## src/rtl/td4x_core_if.sv

```systemverilog
// rtl/td4x_core_if.sv - program-memory fetch bus between td4x_core and its ROM/loader
interface td4x_core_if #(
  parameter int DW = 4,
  parameter int AW = 4
);
  logic          mem_req;
  logic [AW-1:0] mem_addr;
  logic          mem_ack;
  logic [DW+3:0] mem_data;

  modport master (output mem_req, output mem_addr, input mem_ack, input mem_data);
  modport slave  (input mem_req, input mem_addr, output mem_ack, output mem_data);
endinterface

```

## src/rtl/td4x_core.sv

```systemverilog
// rtl/td4x_core.sv - parametrised TD4-class core with req/ack fetch, single-step and HLT
module td4x_core #(
  parameter int DW = 4,
  parameter int AW = 4
) (
  input  logic          clk,
  input  logic          rst_n,
  td4x_core_if.master   mem,
  input  logic [DW-1:0] io_input,
  input  logic          exec_mode,
  input  logic          step,
  output logic [DW-1:0] regA_o,
  output logic [DW-1:0] regB_o,
  output logic [DW-1:0] regOut,
  output logic          out_strobe,
  output logic [AW-1:0] pc_out,
  output logic          carry,
  output logic          halted
);

  if (AW > DW) begin : g_bad_width
    $error("td4x_core: AW must not exceed DW");
  end

  localparam logic [3:0] OP_ADDA_IM = 4'b0000, OP_ADDB_IM = 4'b1010, OP_ADD_AB  = 4'b0001,
                         OP_MOVA_IM = 4'b1100, OP_MOVB_IM = 4'b1110, OP_MOV_AB  = 4'b1000,
                         OP_MOV_BA  = 4'b0010, OP_IN_A    = 4'b0100, OP_IN_B    = 4'b0110,
                         OP_OUT_B   = 4'b1001, OP_OUT_IM  = 4'b1101, OP_JMP     = 4'b1111,
                         OP_JNC     = 4'b0111, OP_HLT     = 4'b1011;

  typedef enum logic [1:0] {S_IDLE, S_FETCH, S_EXEC, S_HALT} state_t;

  state_t        state;
  logic [DW+3:0] ir;
  logic [DW-1:0] reg_a, reg_b, reg_out;
  logic [AW-1:0] pc;
  logic          carry_q, req_q, strobe_q, halted_q;

  logic [3:0]    op;
  logic [DW-1:0] imm, add_l, add_r;
  logic [DW:0]   sum;
  logic          jump;

  // One shared adder serves all three ADD forms; carry-out is sum[DW].
  always_comb begin
    op    = ir[DW+3:DW];
    imm   = ir[DW-1:0];
    add_l = (op == OP_ADDB_IM) ? reg_b : reg_a;
    add_r = (op == OP_ADDA_IM || op == OP_ADDB_IM) ? imm : reg_b;
    sum   = {1'b0, add_l} + {1'b0, add_r};
    jump  = (op == OP_JMP) || (op == OP_JNC && !carry_q);
  end

  always_ff @(posedge clk or negedge rst_n) begin
    if (!rst_n) begin
      state    <= S_IDLE;
      ir       <= '0;
      reg_a    <= '0;
      reg_b    <= '0;
      reg_out  <= '0;
      pc       <= '0;
      carry_q  <= 1'b0;
      req_q    <= 1'b0;
      strobe_q <= 1'b0;
      halted_q <= 1'b0;
    end else begin
      strobe_q <= 1'b0;
      case (state)
        S_IDLE: begin
          if (exec_mode || step) begin
            state <= S_FETCH;
            req_q <= 1'b1;
          end
        end
        S_FETCH: begin
          if (mem.mem_ack) begin
            ir    <= mem.mem_data;
            req_q <= 1'b0;
            state <= S_EXEC;
          end
        end
        S_EXEC: begin
          carry_q <= 1'b0;
          case (op)
            OP_ADDA_IM, OP_ADD_AB: begin reg_a <= sum[DW-1:0]; carry_q <= sum[DW]; end
            OP_ADDB_IM:            begin reg_b <= sum[DW-1:0]; carry_q <= sum[DW]; end
            OP_MOVA_IM:            reg_a <= imm;
            OP_MOVB_IM:            reg_b <= imm;
            OP_MOV_AB:             reg_a <= reg_b;
            OP_MOV_BA:             reg_b <= reg_a;
            OP_IN_A:               reg_a <= io_input;
            OP_IN_B:               reg_b <= io_input;
            OP_OUT_B:              begin reg_out <= reg_b; strobe_q <= 1'b1; end
            OP_OUT_IM:             begin reg_out <= imm;   strobe_q <= 1'b1; end
            default: ;
          endcase
          pc <= jump ? imm[AW-1:0] : pc + 1'b1;
          if (op == OP_HLT) begin
            state    <= S_HALT;
            halted_q <= 1'b1;
          end else if (exec_mode) begin
            state <= S_FETCH;
            req_q <= 1'b1;
          end else begin
            state <= S_IDLE;
          end
        end
        default: ;
      endcase
    end
  end

  assign mem.mem_req  = req_q;
  assign mem.mem_addr = pc;
  assign regA_o       = reg_a;
  assign regB_o       = reg_b;
  assign regOut       = reg_out;
  assign out_strobe   = strobe_q;
  assign pc_out       = pc;
  assign carry        = carry_q;
  assign halted       = halted_q;

endmodule

```

## src/flat_wrapper.sv

```systemverilog
// flat-port wrapper written by rule: the top's interface ports become plain ports
module td4x_core_flat 
#(
  parameter int DW = 4,
  parameter int AW = 4
)
  (clk, rst_n, io_input, exec_mode, step, regA_o, regB_o, regOut, out_strobe, pc_out, carry, halted, mem_mem_req, mem_mem_addr, mem_mem_ack, mem_mem_data);
  td4x_core_if #(.DW(DW), .AW(AW)) mem_i ();
  input  logic clk;
  input  logic rst_n;
  input  logic [DW-1:0] io_input;
  input  logic exec_mode;
  input  logic step;
  output logic [DW-1:0] regA_o;
  output logic [DW-1:0] regB_o;
  output logic [DW-1:0] regOut;
  output logic out_strobe;
  output logic [AW-1:0] pc_out;
  output logic carry;
  output logic halted;
  output wire logic [$bits(mem_i.mem_req)-1:0] mem_mem_req;
  output wire logic [$bits(mem_i.mem_addr)-1:0] mem_mem_addr;
  input wire logic [$bits(mem_i.mem_ack)-1:0] mem_mem_ack;
  input wire logic [$bits(mem_i.mem_data)-1:0] mem_mem_data;
  assign mem_mem_req = mem_i.mem_req;
  assign mem_mem_addr = mem_i.mem_addr;
  assign mem_i.mem_ack = mem_mem_ack;
  assign mem_i.mem_data = mem_mem_data;
  td4x_core #(.DW(DW), .AW(AW)) u_core (.clk(clk), .rst_n(rst_n), .mem(mem_i), .io_input(io_input), .exec_mode(exec_mode), .step(step), .regA_o(regA_o), .regB_o(regB_o), .regOut(regOut), .out_strobe(out_strobe), .pc_out(pc_out), .carry(carry), .halted(halted));
endmodule
```

## config.mk

```make
export PLATFORM = sky130hd
export DESIGN_NAME = td4x_core_flat
export DESIGN_NICKNAME = d
export VERILOG_FILES = /design/src/rtl/td4x_core_if.sv /design/src/rtl/td4x_core.sv /design/src/flat_wrapper.sv
export SDC_FILE = /design/constraint.sdc
export NUM_CORES = 1
export LEC_CHECK = 0
export ABC_AREA = 1
export CELL_PAD_IN_SITES_DETAIL_PLACEMENT = 0
export CELL_PAD_IN_SITES_GLOBAL_PLACEMENT = 1
export CORE_ASPECT_RATIO = 0.8
export CORE_UTILIZATION = 39
export DETAILED_ROUTE_END_ITERATION = 6
export PLACE_DENSITY = 0.95
export SLEW_MARGIN = 20
export SYNTH_ARGS = -nofsm -noshare
export SYNTH_HDL_FRONTEND = slang
export SYNTH_SLANG_ARGS = --single-unit
```

## constraint.sdc

```tcl
create_clock -name clk -period 4.3 [get_ports clk]
set_input_delay 0.645 -clock clk [delete_from_list [all_inputs] [get_ports clk]]
set_output_delay 0.645 -clock clk [all_outputs]
set_load 0.05 [all_outputs]
```

# Yosys cells after proc, flatten, opt, wreduce, memory -nomap -nowiden
# Cells that the tools add are included.
# W data, S select, Z words.
word_totals:
  inputBits: 17
  out_inout_bits: 24
  elab_cells: 71
  reg_bits: 30
op_classes:
  n_reduce_logical: 21
  eq_ne: 19
  n_mux: 19
  addsub: 2
ops:
  columns: ["cell", "count"]
  rows:
  - ["$eq A4 B4 Y1 const B", 8]
  - ["$pmux W4 S4", 2]
  - ["$eq A4 B3 Y1 const B", 3]
  - ["$mux W4", 3]
  - ["$reduce_and A2 Y1", 5]
  - ["$mux W1", 8]
  - ["$pmux W4 S2", 1]
  - ["$reduce_bool A4 Y1", 2]
  - ["$mux W2", 3]
  - ["$ne A2 B2 Y1 const B", 3]
  - ["$pmux W2 S3", 1]
  - ["$add A4 B4 Y5", 1]
  - ["$reduce_and A5 Y1", 1]
  - ["$add A4 B1 Y4 const B", 1]
  - ["$eq A4 B1 Y1 const B", 1]
  - ["$eq A4 B2 Y1 const B", 1]
  - ["$logic_not A4 Y1", 1]
  - ["$reduce_or A2 Y1", 2]
  - ["$logic_or A1 B1 Y1", 3]
  - ["$pmux W1 S3", 1]
  - ["$reduce_and A3 Y1", 1]
  - ["$reduce_bool A3 Y1", 1]
  - ["$reduce_or A3 Y1", 1]
  - ["$eq A2 B1 Y1 const B", 1]
  - ["6 further kinds", 6]

# Logic depth before layout (Yosys ltp)
# Gate-level depths: netlist of run 1.
logic_depth:
  depth_word: 5
  mapped_depth: 13
  depth_no_buf: 13

# Worst setup path before layout of run 1
# OpenSTA, ideal clock, no wires.
synth_path:
  path_type: "reg2reg"
  start: "register u_core.ir[6]"
  end: "register u_core.reg_b[2] (netlist: u_core.regB_o[2])"
  required_time_ps: 4182
  arrival_time_ps: 1974
  period_less_slack_ps: 2092
  stages_incl_launch_ff: 14
  setup_ps: 118
  n_path_buf: 1
  setup_slack_ps: 2208
  path_cell_list: "dfrtp_1 buf_4 inv_2 nand2_2 o21ai_4 nand2_1 o21ai_0 ha_1 inv_1 fa_1 xor2_1 a21oi_1 nand2_1 nand2_1"
synth_via:
  elab_chain_len: 5
  elab_cells_between_ends: 12
  classes_between: "add/sub (1); eq/ne (4); mux (3); reduce/logical (4)"
synth_rtl:
  columns: ["item", "line_no", "rtl"]
  rows:
  - ["start: declaration", "td4x_core.sv:34", "logic [DW+3:0] ir;"]
  - ["start signal: assignment", "td4x_core.sv:77", "ir <= mem.mem_data;"]
  - ["$eq A4 B4 Y1 / $logic_not A4 Y1 (equally long branches)", "td4x_core.sv:48, td4x_core.sv:49, td4x_core.sv:84", null]
  - ["$logic_or A1 B1 Y1", "td4x_core.sv:49", "add_r = (op == OP_ADDA_IM || op == OP_ADDB_IM) ? imm : reg_b;"]
  - ["$mux W4", "td4x_core.sv:49", null]
  - ["$add A4 B4 Y5", "td4x_core.sv:50", "sum = {1'b0, add_l} + {1'b0, add_r};"]
  - ["$pmux W4 S4", "td4x_core.sv:84", "case (op)"]
  - ["end signal: assignment", "td4x_core.sv:86", "OP_ADDB_IM: begin reg_b <= sum[DW-1:0]; carry_q <= sum[DW]; end"]
  - ["end signal: assignment", "td4x_core.sv:88", "OP_MOVB_IM: reg_b <= imm;"]
  - ["end signal: assignment", "td4x_core.sv:90", "OP_MOV_BA: reg_b <= reg_a;"]
  - ["end: declaration", "td4x_core.sv:35", "logic [DW-1:0] reg_a, reg_b, reg_out;"]
# Several ways; a longest one is shown, not always the timed one.
# A chain may end at the register's enable or synchronous reset.

# Worst setup path after layout of run 1
layout_path:
  start: "register u_core.ir[6]"
  end: "register u_core.reg_a[2] (netlist: u_core.regA_o[2])"
layout_via:
  elab_chain_len: 5
  elab_cells_between_ends: 14
  classes_between: "add/sub (1); eq/ne (5); mux (3); reduce/logical (5)"
layout_rtl:
  columns: ["item", "line_no", "rtl"]
  rows:
  - ["$eq A4 B4 Y1 / $logic_not A4 Y1 (equally long branches)", "td4x_core.sv:48, td4x_core.sv:49, td4x_core.sv:84", null]
  - ["$logic_or A1 B1 Y1", "td4x_core.sv:49", null]
  - ["$mux W4", "td4x_core.sv:49", null]
  - ["$add A4 B4 Y5", "td4x_core.sv:50", null]
  - ["$pmux W4 S4", "td4x_core.sv:84", null]
  - ["end signal: assignment", "td4x_core.sv:85", "OP_ADDA_IM, OP_ADD_AB: begin reg_a <= sum[DW-1:0]; carry_q <= sum[DW]; end"]
  - ["end signal: assignment", "td4x_core.sv:87", "OP_MOVA_IM: reg_a <= imm;"]
  - ["end signal: assignment", "td4x_core.sv:89", "OP_MOV_AB: reg_a <= reg_b;"]
  - ["end: declaration", "td4x_core.sv:35", null]
# Several ways; a longest one is shown, not always the timed one.

==> summary by stage, run 1 <==
Die
The initial cell density of the core is 41.6%. The site row count is 22. The core area is 4710 um^2. The die outline width is 81.2 um.

The y dimension of the die is 65.4 um. The number of placed I/O pins is 41. The full die area is 5310 um^2.

Flow run
The reported max-cap violation count is 0.

Clock tree
In this run the post-CTS setup repair buffer count came out at 0. The number of clock buffers added by TritonCTS is 5. TritonCTS built the clock tree. The maximum clock path buffer count is 2. The count of hold-fix buffers inserted at cts is 0. CTS saw 30 sinks. Once the clock tree was built, the resizer swapped 0 gates to a different size.

The worst-skew pair later-pin latency is 0.28 ns. In this run the number of H-tree levels came out at 2. In this run the clock root is driven by a sky130_fd_sc_hd__clkbuf_8. After clock tree synthesis, the clock-pin slew on the worst setup and hold paths is 0.07 ns.

Synthesis
During synthesis, Yosys emitted a total of 0 warnings. Counting flops with a built-in enable in the synthesized netlist gives 0. The net count after synthesis is 296.

The count of unique library cells instantiated by Yosys is 29. The biggest area contributor in the post-synthesis netlist is sky130_fd_sc_hd__dfrtp_1. The commonest register cell after synthesis is sky130_fd_sc_hd__dfrtp_1. In the synthesized netlist, the number of instances is 269. The fraction of synthesized cell area taken by the top area cell type is 38.3%. The share of synthesized registers carrying an async set or reset is 100%. The average footprint of a synthesized cell is 7.28 um^2. The share of the yosys chip area belonging to registers is 38.3%. The post-synthesis instance area is 1960 um^2. In this run, synthesis produced a sequential element count of 30.

By area the synthesized netlist is led by sky130_fd_sc_hd__dfrtp_1 38%, sky130_fd_sc_hd__nand2_1 16%, sky130_fd_sc_hd__ha_1 5.8%.

Cells and area
At the end of the flow, the number of nets in the layout was 337. The layout-stage area growth over the synthesis result is 27.2%. The count of fill cells added during filler insertion is 455. The count of antenna diodes in the layout is 0. The post-route netlist has 8.68% of its cells at a drive strength greater than 1.

Power and ir drop
The total power of the final layout is 0.544 mW. The register share of total power is 51.8%. Of the total power, the share spent switching nets is 22.1%. The clock network power share is 44.2%. The switching power summed over all nets is 0.120 mW. Summed over all cells, the static leakage comes to 1.24 nW. Of the total power, combinational logic draws 4.0%. Internal power comes to 0.424 mW.

The power density relative to cell area is 219 nW/um^2. The worst-case IR drop observed on VDD is 121 uV.

Placed design
The last weighted congestion value of the routability-driven placer is 0.952. The count of buffers inserted at the top-level ports is 40. Once detailed placement completed, the half-perimeter wirelength came to 3850 um.

Timing
The worst-case clock skew is 0.00410 ns. The final period demand of the worst path is 2.41 ns. The final-report hold violation count is 0.

The transition at the pin with the smallest max-transition slack is 0.500 ns. Headroom to the max-slew limit came out at 66.5%. The final critical path takes up 56.1% of the cycle.

The sum of negative setup slack is 0 ns. The max-slew violation count is 0. The fmax is 0.414 GHz. Setup repair after global routing left no endpoint under its margin. The setup violation total in the final timing report is 0.

Global route
The overall fraction of global-route tracks in use is 21.0%. For this run the aggregate overflow at the end of global routing stands at 0. Entering global routing, the biggest net connects 31 pins.

The first global-routing pass estimated 8200 um of wire. The number of global-route vias before repair was 1,665. The number of antenna violations at the first check in global routing is 0.

Setup path
Data on the critical path arrives at its endpoint at 2.59 ns. The critical path in this run is classified as flip-flop to flip-flop. On the worst path, the slowest cell contributes a delay of 0.53 ns. The critical-path maximum fanout is 10. The signal on the critical path passes through nor2_4 > nand2_4 > o21ai_4 > nand2_1 > o21ai_0 > ha_1 > inv_1 > fa_1 > xor2_1 > nand2_1 > nand3_1 > nand2_1. The data required time at the worst endpoint is 4.48 ns. The cell with the largest stage delay on the worst path is sky130_fd_sc_hd__dfrtp_1. The cell that appears most often on the critical path is sky130_fd_sc_hd__nand2_1.

STA classifies the critical path endpoint as a flip-flop. Together, buffers and inverters on the worst path number 1. In this design, the largest share of critical-path delay is due to simple AND/OR/NAND/NOR gates. The worst setup path is launched from a flip-flop.

Route
After detailed routing, the number of vias per cell comes to 5.02. In the routed design, unresolved DRC markers number 0. The detailed-routing iteration count for the pre-antenna-repair pass is 4. In this run, the number of DRC markers left after iteration 0 of detailed routing was 170. Dividing the detail-routed wire length by the instance count gives 13.3 um.

The detail route stage leaves a number of antenna-violating nets equal to 0. The count of vias placed by the detailed router is 1,861. Wires add up to 4940 um.

Run status
The run finished with clean final reports.

Min path
The worst min-delay path category is flip-flop to flip-flop.
-- cell families after synthesis --
family          share of synthesized area (%)
flops                                    38.3
buf+inv                                  8.82
xor+xnor                                0.895
fa+ha+maj                                6.77
compound gates                           12.9
mux                                      1.15
simple gates                             31.1
-- worst register-to-register path, delay by kind of cell (launching register included) --
family | cells | cell delay, ns
buffers and inverters | 1 | 0.06
XOR/XNOR | 1 | 0.22
AO/OA/AOI/OAI | 2 | 0.22
flip-flops | 1 | 0.53
adder cells (fa/ha/maj) | 2 | 0.59
AND/OR/NAND/NOR | 6 | 0.71
-- sequential cells by signal, summed over array words and instances (netlist names), 2 cells and up --
name / count
u_core.ir: 8
u_core.mem.mem_addr: 4
u_core.regA_o: 4
u_core.regB_o: 4
u_core.regOut: 4
u_core.state: 2
-- power groups by stage --
stage | clock network (mW) | logic [mW] | registers (mW)
after detailed placement | 0 | 0.0223 | 0.287
after floorplan | 0 | 0.000457 | 0.288
after global routing | 0.259 | 0.0243 | 0.282
after CTS | 0.247 | 0.0223 | 0.282
after global placement | 0 | 0.0221 | 0.287
final | 0.241 | 0.0216 | 0.282
-- metrics by stage --
step | instances | worst slack (ns) | hold WS [ns] | util, % | area [um^2]
final | 371 | 1.89 | 0.468 | 52.9 | 2490
after global routing | 371 | 1.71 | 0.503 | 52.9 | 2490
after CTS | 371 | 1.92 | 0.471 | 52.9 | 2490
after detailed placement | 363 | 1.95 | 0.454 | 50.9 | 2400
after global placement | 363 | 2.05 | 0.451 | 50.9 | 2400
after floorplan | 269 | 2.21 | 0.349 | - | 1960
-- worst paths after layout --
| check | start | endpoint | slack, ns | cells past startpoint |
|---|---|---|---|---|
| worst min register to register | u_core.halted | u_core.halted | 0.47 | 1 |
| min in group asynchronous | rst_n | u_core.mem.mem_addr[2] | 0.75 | 2 |
| worst max register to register | u_core.ir[6] | u_core.regA_o[2] | 1.89 | 12 |
| worst min-delay path | u_core.halted | u_core.halted | 0.47 | 1 |
| worst max-delay path | u_core.ir[6] | u_core.regA_o[2] | 1.89 | 12 |
| max in group asynchronous | rst_n | u_core.regB_o[0] | 3.26 | 2 |
-- layer usage --
layer	global-route usage (%)	wire length (um)	vias up
met5	0	0	-
met4	5.36	60	0
met3	4.17	290	6
met2	31.0	2090	70
met1	31.1	2500	839
li1	-	-	946
-- cell usage after synthesis (2+ instances only) --
library cell and number:
sky130_fd_sc_hd__inv_2 4, sky130_fd_sc_hd__nor2_1 23, sky130_fd_sc_hd__mux2_2 2, sky130_fd_sc_hd__a21oi_1 16
sky130_fd_sc_hd__nor2_4 2, sky130_fd_sc_hd__or2_2 2, sky130_fd_sc_hd__nand3_1 21, sky130_fd_sc_hd__buf_4 5
sky130_fd_sc_hd__o22ai_1 2, sky130_fd_sc_hd__dfrtp_1 30, sky130_fd_sc_hd__nand2_2 3, sky130_fd_sc_hd__o211ai_1 3
sky130_fd_sc_hd__o21ai_1 3, sky130_fd_sc_hd__ha_1 9, sky130_fd_sc_hd__clkbuf_1 2, sky130_fd_sc_hd__nor3_1 2
sky130_fd_sc_hd__nand4_1 2, sky130_fd_sc_hd__nand2_1 81, sky130_fd_sc_hd__inv_1 30, sky130_fd_sc_hd__o21ai_0 18
-- placed cells by master (no fill, tap or decap), types with 2 or more instances in the layout --
cell	n
sky130_fd_sc_hd__nand2_1	81
sky130_fd_sc_hd__clkdlybuf4s50_1	40
sky130_fd_sc_hd__inv_1	30
sky130_fd_sc_hd__dfrtp_1	30
sky130_fd_sc_hd__nor2_1	23
sky130_fd_sc_hd__nand3_1	21
sky130_fd_sc_hd__o21ai_0	18
sky130_fd_sc_hd__a21oi_1	16
sky130_fd_sc_hd__ha_1	9
sky130_fd_sc_hd__clkbuf_8	6
sky130_fd_sc_hd__inv_2	4
sky130_fd_sc_hd__nand2_2	3
sky130_fd_sc_hd__o21ai_1	3
sky130_fd_sc_hd__o211ai_1	3
sky130_fd_sc_hd__nor2_4	2
sky130_fd_sc_hd__or2_2	2
sky130_fd_sc_hd__nor3_1	2
sky130_fd_sc_hd__o22ai_1	2
sky130_fd_sc_hd__nand4_1	2
sky130_fd_sc_hd__mux2_2	2
-- layout make-up --
cell class                      count  area, um^2  share of cell area [%]
Timing Repair Buffer               41         408                    16.4
Clock buffer                        6        82.6                    3.31
Sequential cell                    30         751                    30.1
Clock inverter                      2        12.5                   0.502
Inverter                           34         128                    5.12
Tap cell                           60        75.1                    3.01
Multi-Input combinational cell    198        1030                    41.5
(Power assumes the default switching activity.)
==> inputs of run 2 (changes only) <==
--- a/config.mk
+++ b/config.mk
@@ -9,9 +9,9 @@
 export CELL_PAD_IN_SITES_DETAIL_PLACEMENT = 0
 export CELL_PAD_IN_SITES_GLOBAL_PLACEMENT = 1
 export CORE_ASPECT_RATIO = 0.8
-export CORE_UTILIZATION = 39
+export CORE_UTILIZATION = 33
 export DETAILED_ROUTE_END_ITERATION = 6
-export PLACE_DENSITY = 0.95
+export PLACE_DENSITY = 0.87
 export SLEW_MARGIN = 20
 export SYNTH_ARGS = -nofsm -noshare
 export SYNTH_HDL_FRONTEND = slang
==> constraint.sdc (replaced) <==
create_clock -name clk -period 2.1 [get_ports clk]
set_input_delay 0.315 -clock clk [delete_from_list [all_inputs] [get_ports clk]]
set_output_delay 0.315 -clock clk [all_outputs]
set_load 0.05 [all_outputs]
==> run 2 against run 1 <==
Clock skew about the same. Sequential power rose by 100%. Maximum frequency increased by 20%. Critical path type unchanged. Critical path depth unchanged.
==> summary by stage, run 2 (same netlist as run 1, synthesis figures left out) <==
Power and ir drop
VDD sags by at most 258 uV. The clock network power share is 44.3%. The power density relative to cell area is 420 nW/um^2.

The register share of total power is 51.6%. Net switching is 22.3% of the power. Of the total power, combinational logic draws 4.0%.

The total power of the final layout is 1.12 mW. Cell internal power was estimated by the tool at 0.868 mW. The analysis attributes to net switching a power of 0.250 mW. The static power due to leakage is 1.34 nW.

Clock tree
The total CTS buffers is 5. The number of H-tree levels is 2. The root buffer cell is sky130_fd_sc_hd__clkbuf_8. The clock passes through at most 2 buffers. The worst-skew pair later-pin latency is 0.28 ns. The tree built by TritonCTS fans out to 30 sinks. Buffers inserted to repair hold after CTS numbered 0. TritonCTS built the clock tree. The post-CTS clock slew at the launch and capture registers of the worst setup and hold paths is 0.07 ns.

Setup path
The largest single stage delay on the critical path is 0.44 ns. Walking the worst path, the cells encountered are inv_2 > nand2_4 > o21ai_4 > nand2_1 > o21ai_1 > ha_2 > inv_2 > fa_2 > xor2_1 > a21oi_1 > nand2_1 > nand2_1. The cell with the most instances on the worst path is sky130_fd_sc_hd__nand2_1. The combined buffer and inverter count along the critical path is 2. The startpoint-to-endpoint class of the critical path is flip-flop to flip-flop. The critical-path maximum fanout is 5. For the worst setup path, the data arrival time is 2.18 ns. The startpoint kind of the worst setup timing path is a flip-flop.

The cell with the largest stage delay on the worst path is sky130_fd_sc_hd__dfrtp_2. The kind of cell with the highest combined delay along the critical path is adder cells. The data required time at the worst endpoint is 2.27 ns. The endpoint type of the worst setup path is a flip-flop.

Timing
The transition at the pin with the smallest max-transition slack is 0.511 ns. In this run the tightest slew margin relative to its limit is 65.9%. Across the routed clock network, the largest skew measured is 0.00446 ns. The final period demand of the worst path is 2.01 ns. The least setup slack across all paths after layout is 0.0944 ns. The final-report hold violation count was 0. Setup repair after global routing could not meet its margin everywhere. For the final routed database, the setup TNS stands at 0 ns. The setup violation total in the final timing report is 0. The max-slew violation count is 0. The final hold slack is 0.424 ns. The final critical path takes up 95.5% of the cycle. The fmax is 0.499 GHz.

Die
The initialized floorplan defines 24 standard-cell rows. The floorplan step set the die width to 88.1 um. The y dimension of the die is 70.9 um. Once the floorplan was initialized, standard cells occupied 35.1% of the core.

The core area is 5590 um^2. The die covers 6250 um^2. In this run the count of I/O pins placed on the die edge is 41.

Cells and area
Leaving out fill and tap cells, the most frequent cell in the layout is sky130_fd_sc_hd__nand2_1. The top cell types in the final layout, fill and taps aside, are 81 x sky130_fd_sc_hd__nand2_1, 40 x sky130_fd_sc_hd__clkdlybuf4s50_1, 29 x sky130_fd_sc_hd__inv_1, 29 x sky130_fd_sc_hd__dfrtp_1, 23 x sky130_fd_sc_hd__nor2_1. The largest register by flop count is u_core.ir.

The count of antenna diodes in the layout is 0. The net count reported at finish is 354. The flip-flop count of the largest register after layout is 8. Cells fill 47.6% of the core in the end.

Relative to the synthesized area, the layout overhead comes to 35.9%. In the final layout, the share of cells above drive strength 1 is 14.9%.

Global route
met1 is the most crowded layer. In the global route stage, overall resource usage came out at 17.6%. The remaining global-route overflow is 0. The global routing usage on met2 is 25.3%.

The number of antenna violations at the first check in global routing came to 0. The number of global-route vias before repair is 1,716. The largest net degree at the start of global routing is 31. The first-pass GRT wire length is 8420 um. The met1 track utilization from global routing is 27.2%. In the global route stage, met3 resource usage came out at 3.27%.

Placed design
The HPWL after detailed placement is 3940 um. The setup slack at placement is -0.00689 ns. At the end of routability-driven placement, the weighted congestion stood at 0.879.

The count of buffers inserted at the top-level ports is 40.

Min path
The min-delay analysis places its worst path in the category input pin to async pin.

Route
The count of nets left with antenna violations once routing finished came out at 0. The final routed wirelength across all metal layers is 5180 um. In the final routed layout, each cell accounts on average for 12.7 um.

After detailed routing, the number of remaining DRC violations is 0. Detailed routing inserted a total of 1,905 vias. For this run, the detailed router's first-pass iteration total came to 4.

The number of DRC markers in iteration 0 is 126. Dividing the detail-routed via count by the number of cells gives 4.69.

Run status
The flow ran to the end, and the final reports show no timing, DRC or antenna violations.

Flow run
The reported max-cap violation count is 0.
run 2: stage by stage:
stage | area [um^2] | instances
after global placement | 2520 | 394
final | 2660 | 406
after global routing | 2660 | 406
after detailed placement | 2520 | 394
after CTS | 2610 | 402
after floorplan | 1960 | 269
run 2: layout make-up:
class	instances	area [um^2]
clock buffers	6	82.6
repair buffers	58	536
flip-flops and latches	30	752
inverters	34	128
clock inverters	2	12.5
well taps	78	97.6
multi-input cells	198	1050
fillers	562	2920
run 2: path summary, 6_finish.rpt:
path | end | slack [ns] | from | cells past startpoint
min in group clk | u_core.halted | 0.48 | u_core.halted | 1
setup / recovery | u_core.regB_o[2] | 0.09 | u_core.ir[4] | 12
max in group asynchronous | u_core.ir[4] | 1.37 | rst_n | 2
hold reg to reg | u_core.halted | 0.48 | u_core.halted | 1
setup reg to reg | u_core.regB_o[2] | 0.09 | u_core.ir[4] | 12
hold / removal | u_core.ir[0] | 0.42 | rst_n | 2
run 2: worst register-to-register path, cell delays in order, from the launching register on:
cell	delay (ns)
sky130_fd_sc_hd__dfrtp_2	0.44
sky130_fd_sc_hd__inv_2	0.09
sky130_fd_sc_hd__nand2_4	0.06
sky130_fd_sc_hd__o21ai_4	0.18
sky130_fd_sc_hd__nand2_1	0.07
sky130_fd_sc_hd__o21ai_1	0.09
sky130_fd_sc_hd__ha_2	0.21
sky130_fd_sc_hd__inv_2	0.04
sky130_fd_sc_hd__fa_2	0.34
sky130_fd_sc_hd__xor2_1	0.18
sky130_fd_sc_hd__a21oi_1	0.09
sky130_fd_sc_hd__nand2_1	0.07
sky130_fd_sc_hd__nand2_1	0.05
run 2: timing repair:
action / in CTS / in global routing
setup endpoints to repair: 2 / 7
resized for setup: 0 / 9
pin swaps: 2 / 8
endpoints found under the hold margin: 0 / 0
buffers inserted: 0 / 4
run 2: power by group through the flow:
stage               sequential (mW)  clock [mW]  combinational (mW)
floorplan                     0.589           0            0.000935
finish                        0.578       0.496              0.0450
detailed placement            0.589           0              0.0463
global placement              0.589           0              0.0458
CTS                           0.577       0.508              0.0466
global route                  0.577       0.535              0.0496
run 2: per-layer routing:
layer	part of all wire, %	wire, um	vias to the layer above
met5	0	0	-
met4	0.54	28	0
met2	42	2190	75
li1	-	-	983
met3	7.9	409	2
met1	49	2550	845
==> inputs of run 3 (changes only) <==
--- a/config.mk
+++ b/config.mk
@@ -9,10 +9,10 @@
 export CELL_PAD_IN_SITES_DETAIL_PLACEMENT = 0
 export CELL_PAD_IN_SITES_GLOBAL_PLACEMENT = 1
 export CORE_ASPECT_RATIO = 0.8
-export CORE_UTILIZATION = 33
+export CORE_UTILIZATION = 40
 export DETAILED_ROUTE_END_ITERATION = 6
-export PLACE_DENSITY = 0.87
-export SLEW_MARGIN = 20
+export DONT_BUFFER_PORTS = 1
+export PLACE_DENSITY = 0.85
 export SYNTH_ARGS = -nofsm -noshare
 export SYNTH_HDL_FRONTEND = slang
 export SYNTH_SLANG_ARGS = --single-unit
==> run 3 against run 2 <==
Non-clock buffer count fell by 26. Sequential share of layout area rose by 3.6 points. Final cell count is 11% lower. Routed wire length rose by 2.0%. Via count fell by 2.4%.
==> summary by stage, run 3 (same netlist as run 1, synthesis figures left out) <==
Run status
The flow ran to the end, and the final reports show no timing, DRC or antenna violations.

Placed design
The HPWL after detailed placement is 3920 um. The last weighted congestion value of the routability-driven placer is 0.901. Buffers placed on the I/O ports in this run total 0.

Once placement completed, the tool counted placed cells totaling 350.

Power and ir drop
Combinational logic burns 1.7% of the power. Net switching is 23.7% of the power. In this run the power spent charging and discharging nets is 0.253 mW. In this run, the clock network consumes 44.3% of the power.

The internal power contribution is 0.816 mW. The maximum resistive drop on vdd is 283 uV. The register share of total power is 54.0%. In this run the power density over the cells is 452 nW/um^2.

Overall power consumption after layout is estimated at 1.07 mW. The static power due to leakage is 1.24 nW.

Timing
The final period demand of the worst path is 2.07 ns. The fmax is 0.484 GHz. Hold is met by 0.177 ns. The transition at the pin with the smallest max-transition slack is 0.483 ns.

The max-slew violation count came to 0. The fraction of the cycle the final worst path needs is 98.4%. Setup repair after global routing could not meet its margin everywhere. The final-report hold violation count is 0. For the final database, setup skew stands at 0.00598 ns. The worst max-slew margin expressed relative to the limit is 67.8%. The setup violation total in the final timing report is 0.

Cells and area
u_core.ir holds more flip-flops than any other register. The count of fill cells added during filler insertion is 475. The layout-stage area growth over the synthesis result is 20.7%. The net count reported at finish is 328. The count of antenna diodes in the layout is 0. The most frequent standard cell in the layout excluding fill and tap cells is sky130_fd_sc_hd__nand2_1. The register with the most flip-flops in the layout has 8 of them. The count of non-filler cells in the finished layout is 362. The top cell types in the final layout, fill and taps aside, are 80 x sky130_fd_sc_hd__nand2_1, 30 x sky130_fd_sc_hd__buf_4, 29 x sky130_fd_sc_hd__inv_1, 29 x sky130_fd_sc_hd__dfrtp_1, 23 x sky130_fd_sc_hd__nor2_1.

The fraction of final layout cells with drive strength greater than 1 is 21.5%.

Setup path
At the worst endpoint, the required time is 2.32 ns. On the critical path, the stage with the largest delay is an instance of sky130_fd_sc_hd__dfrtp_1. The endpoint type of the worst setup path is a flip-flop. Of all nets on the critical path, the largest fanout is 5. The data arrival time of the critical path is 2.29 ns. The worst register-to-register path has a depth of 11. The startpoint kind of the worst setup timing path is a flip-flop. The startpoint-to-endpoint class of the critical path is flip-flop to flip-flop. The longest individual stage delay on the worst path is 0.43 ns. The signal on the critical path passes through inv_2 > nand2_4 > o21ai_4 > buf_4 > o21ai_0 > ha_1 > buf_4 > nand2_1 > o21ai_0 > nand3_1 > nand2_1.

Route
The first routing iteration left 177 violations. The detailed-route vias per instance is 5.14. The average wire length per cell after detail routing is 14.6 um.

The detailed-routing iteration count for the pre-antenna-repair pass is 4. The count of vias placed by the detailed router is 1,859. The final routed wirelength across all metal layers is 5280 um. For this run, design rule violations remaining after detail routing come to 0. The antenna violation net count after detailed routing is 0.

Global route
Global routing finished with a remaining overflow of 0. The first global-routing pass estimated 8770 um of wire. Global routing used 22.4% of the available tracks across all layers.

The number of antenna violations at the first check in global routing was 0. The number of global-route vias before repair is 1,819. The largest net degree at the start of global routing is 31.

Die
The die outline width is 80.2 um. For this design the top-level I/O count stands at 41. After floorplanning, the core was divided into 22 placement rows. Once the floorplan was initialized, standard cells occupied 42.1% of the core. The core area is 4650 um^2. The die is 64.6 um tall. The floorplan step defined a die boundary enclosing 5180 um^2.

Clock tree
The post-CTS clock slew at the launch and capture registers of the worst setup and hold paths is 0.07 ns. The clock net in this run drives a total of 30 sinks. In this run the number of H-tree levels came out at 2. The tree is rooted in a sky130_fd_sc_hd__clkbuf_8. No sink is reached through more buffers than the 2 on the longest clock path. TritonCTS built the clock tree. The total CTS buffers is 5.

The worst-skew pair later-pin latency is 0.28 ns.

Min path
Along the worst hold path, the cell count comes to 1. The worst min-delay path category is input pin to flip-flop.

Flow run
The reported max-cap violation count is 0.
-- run 3: final cells by class --
type	count	area (um^2)	area share [%]
clock inverter	3	21.3	0.900
tap	60	75.1	3.18
timing repair buffer	32	255	10.8
clock buffer	5	68.8	2.91
sequential	30	752	31.8
multi-input combinational	198	1060	45.0
inverter	34	128	5.40
-- run 3: final timing paths --
check / startpoint / end / slack (ns)
max: u_core.ir[4] / u_core.carry / 0.03
min: mem_mem_data[2] / u_core.ir[2] / 0.18
max reg2reg: u_core.ir[4] / u_core.carry / 0.03
min reg2reg: u_core.mem.mem_addr[2] / u_core.mem.mem_addr[2] / 0.56
max in group asynchronous: rst_n / u_core.ir[6] / 1.44
min in group asynchronous: rst_n / u_core.regOut[0] / 0.47
-- run 3: power groups by stage --
stage          sequential [mW]  clock (mW)  combinational (mW)
6_report                 0.577       0.473              0.0183
5_1_grt                  0.577       0.524              0.0213
4_1_cts                  0.577       0.495              0.0196
3_5_place_dp             0.589           0             0.00108
3_3_place_gp             0.589           0             0.00101
2_1_floorplan            0.589           0            0.000935
-- run 3: stage by stage --
step	TNS [ns]	util (%)	instance area, um^2	setup WS [ns]
3_3_place_gp	0	47.3	2200	0.0853
4_1_cts	0	49.9	2320	0.00237
5_1_grt	-0.526	50.8	2360	-0.134
3_5_place_dp	0	47.3	2200	0.00527
6_report	0	50.8	2360	0.0326
2_1_floorplan	0	-	1960	0.00819
-- run 3: timing repair --
action,in CTS,in global routing
hold buffers,2,0
setup endpoints to repair,2,7
endpoints found under the hold margin,30,0
pin swaps,0,9
gates resized for setup,1,10
buffers inserted,0,2
-- run 3: worst max-delay path: cells and delay by family, from the launching register on --
kind / cells / cell delay [ns]
compound gates: 3 / 0.47
fa+ha+maj: 1 / 0.38
buf+inv: 3 / 0.43
flops: 1 / 0.43
simple gates: 4 / 0.29
-- run 3: metal layers --
| metal | track usage [%] | vias to the layer above | routed length, um |
|---|---|---|---|
| li1 | - | 922 | - |
| met1 | 31.8 | 861 | 2450 |
| met2 | 33.0 | 66 | 2300 |
| met3 | 6.34 | 10 | 428 |
| met4 | 6.70 | 0 | 99 |
| met5 | 0 | - | 0 |
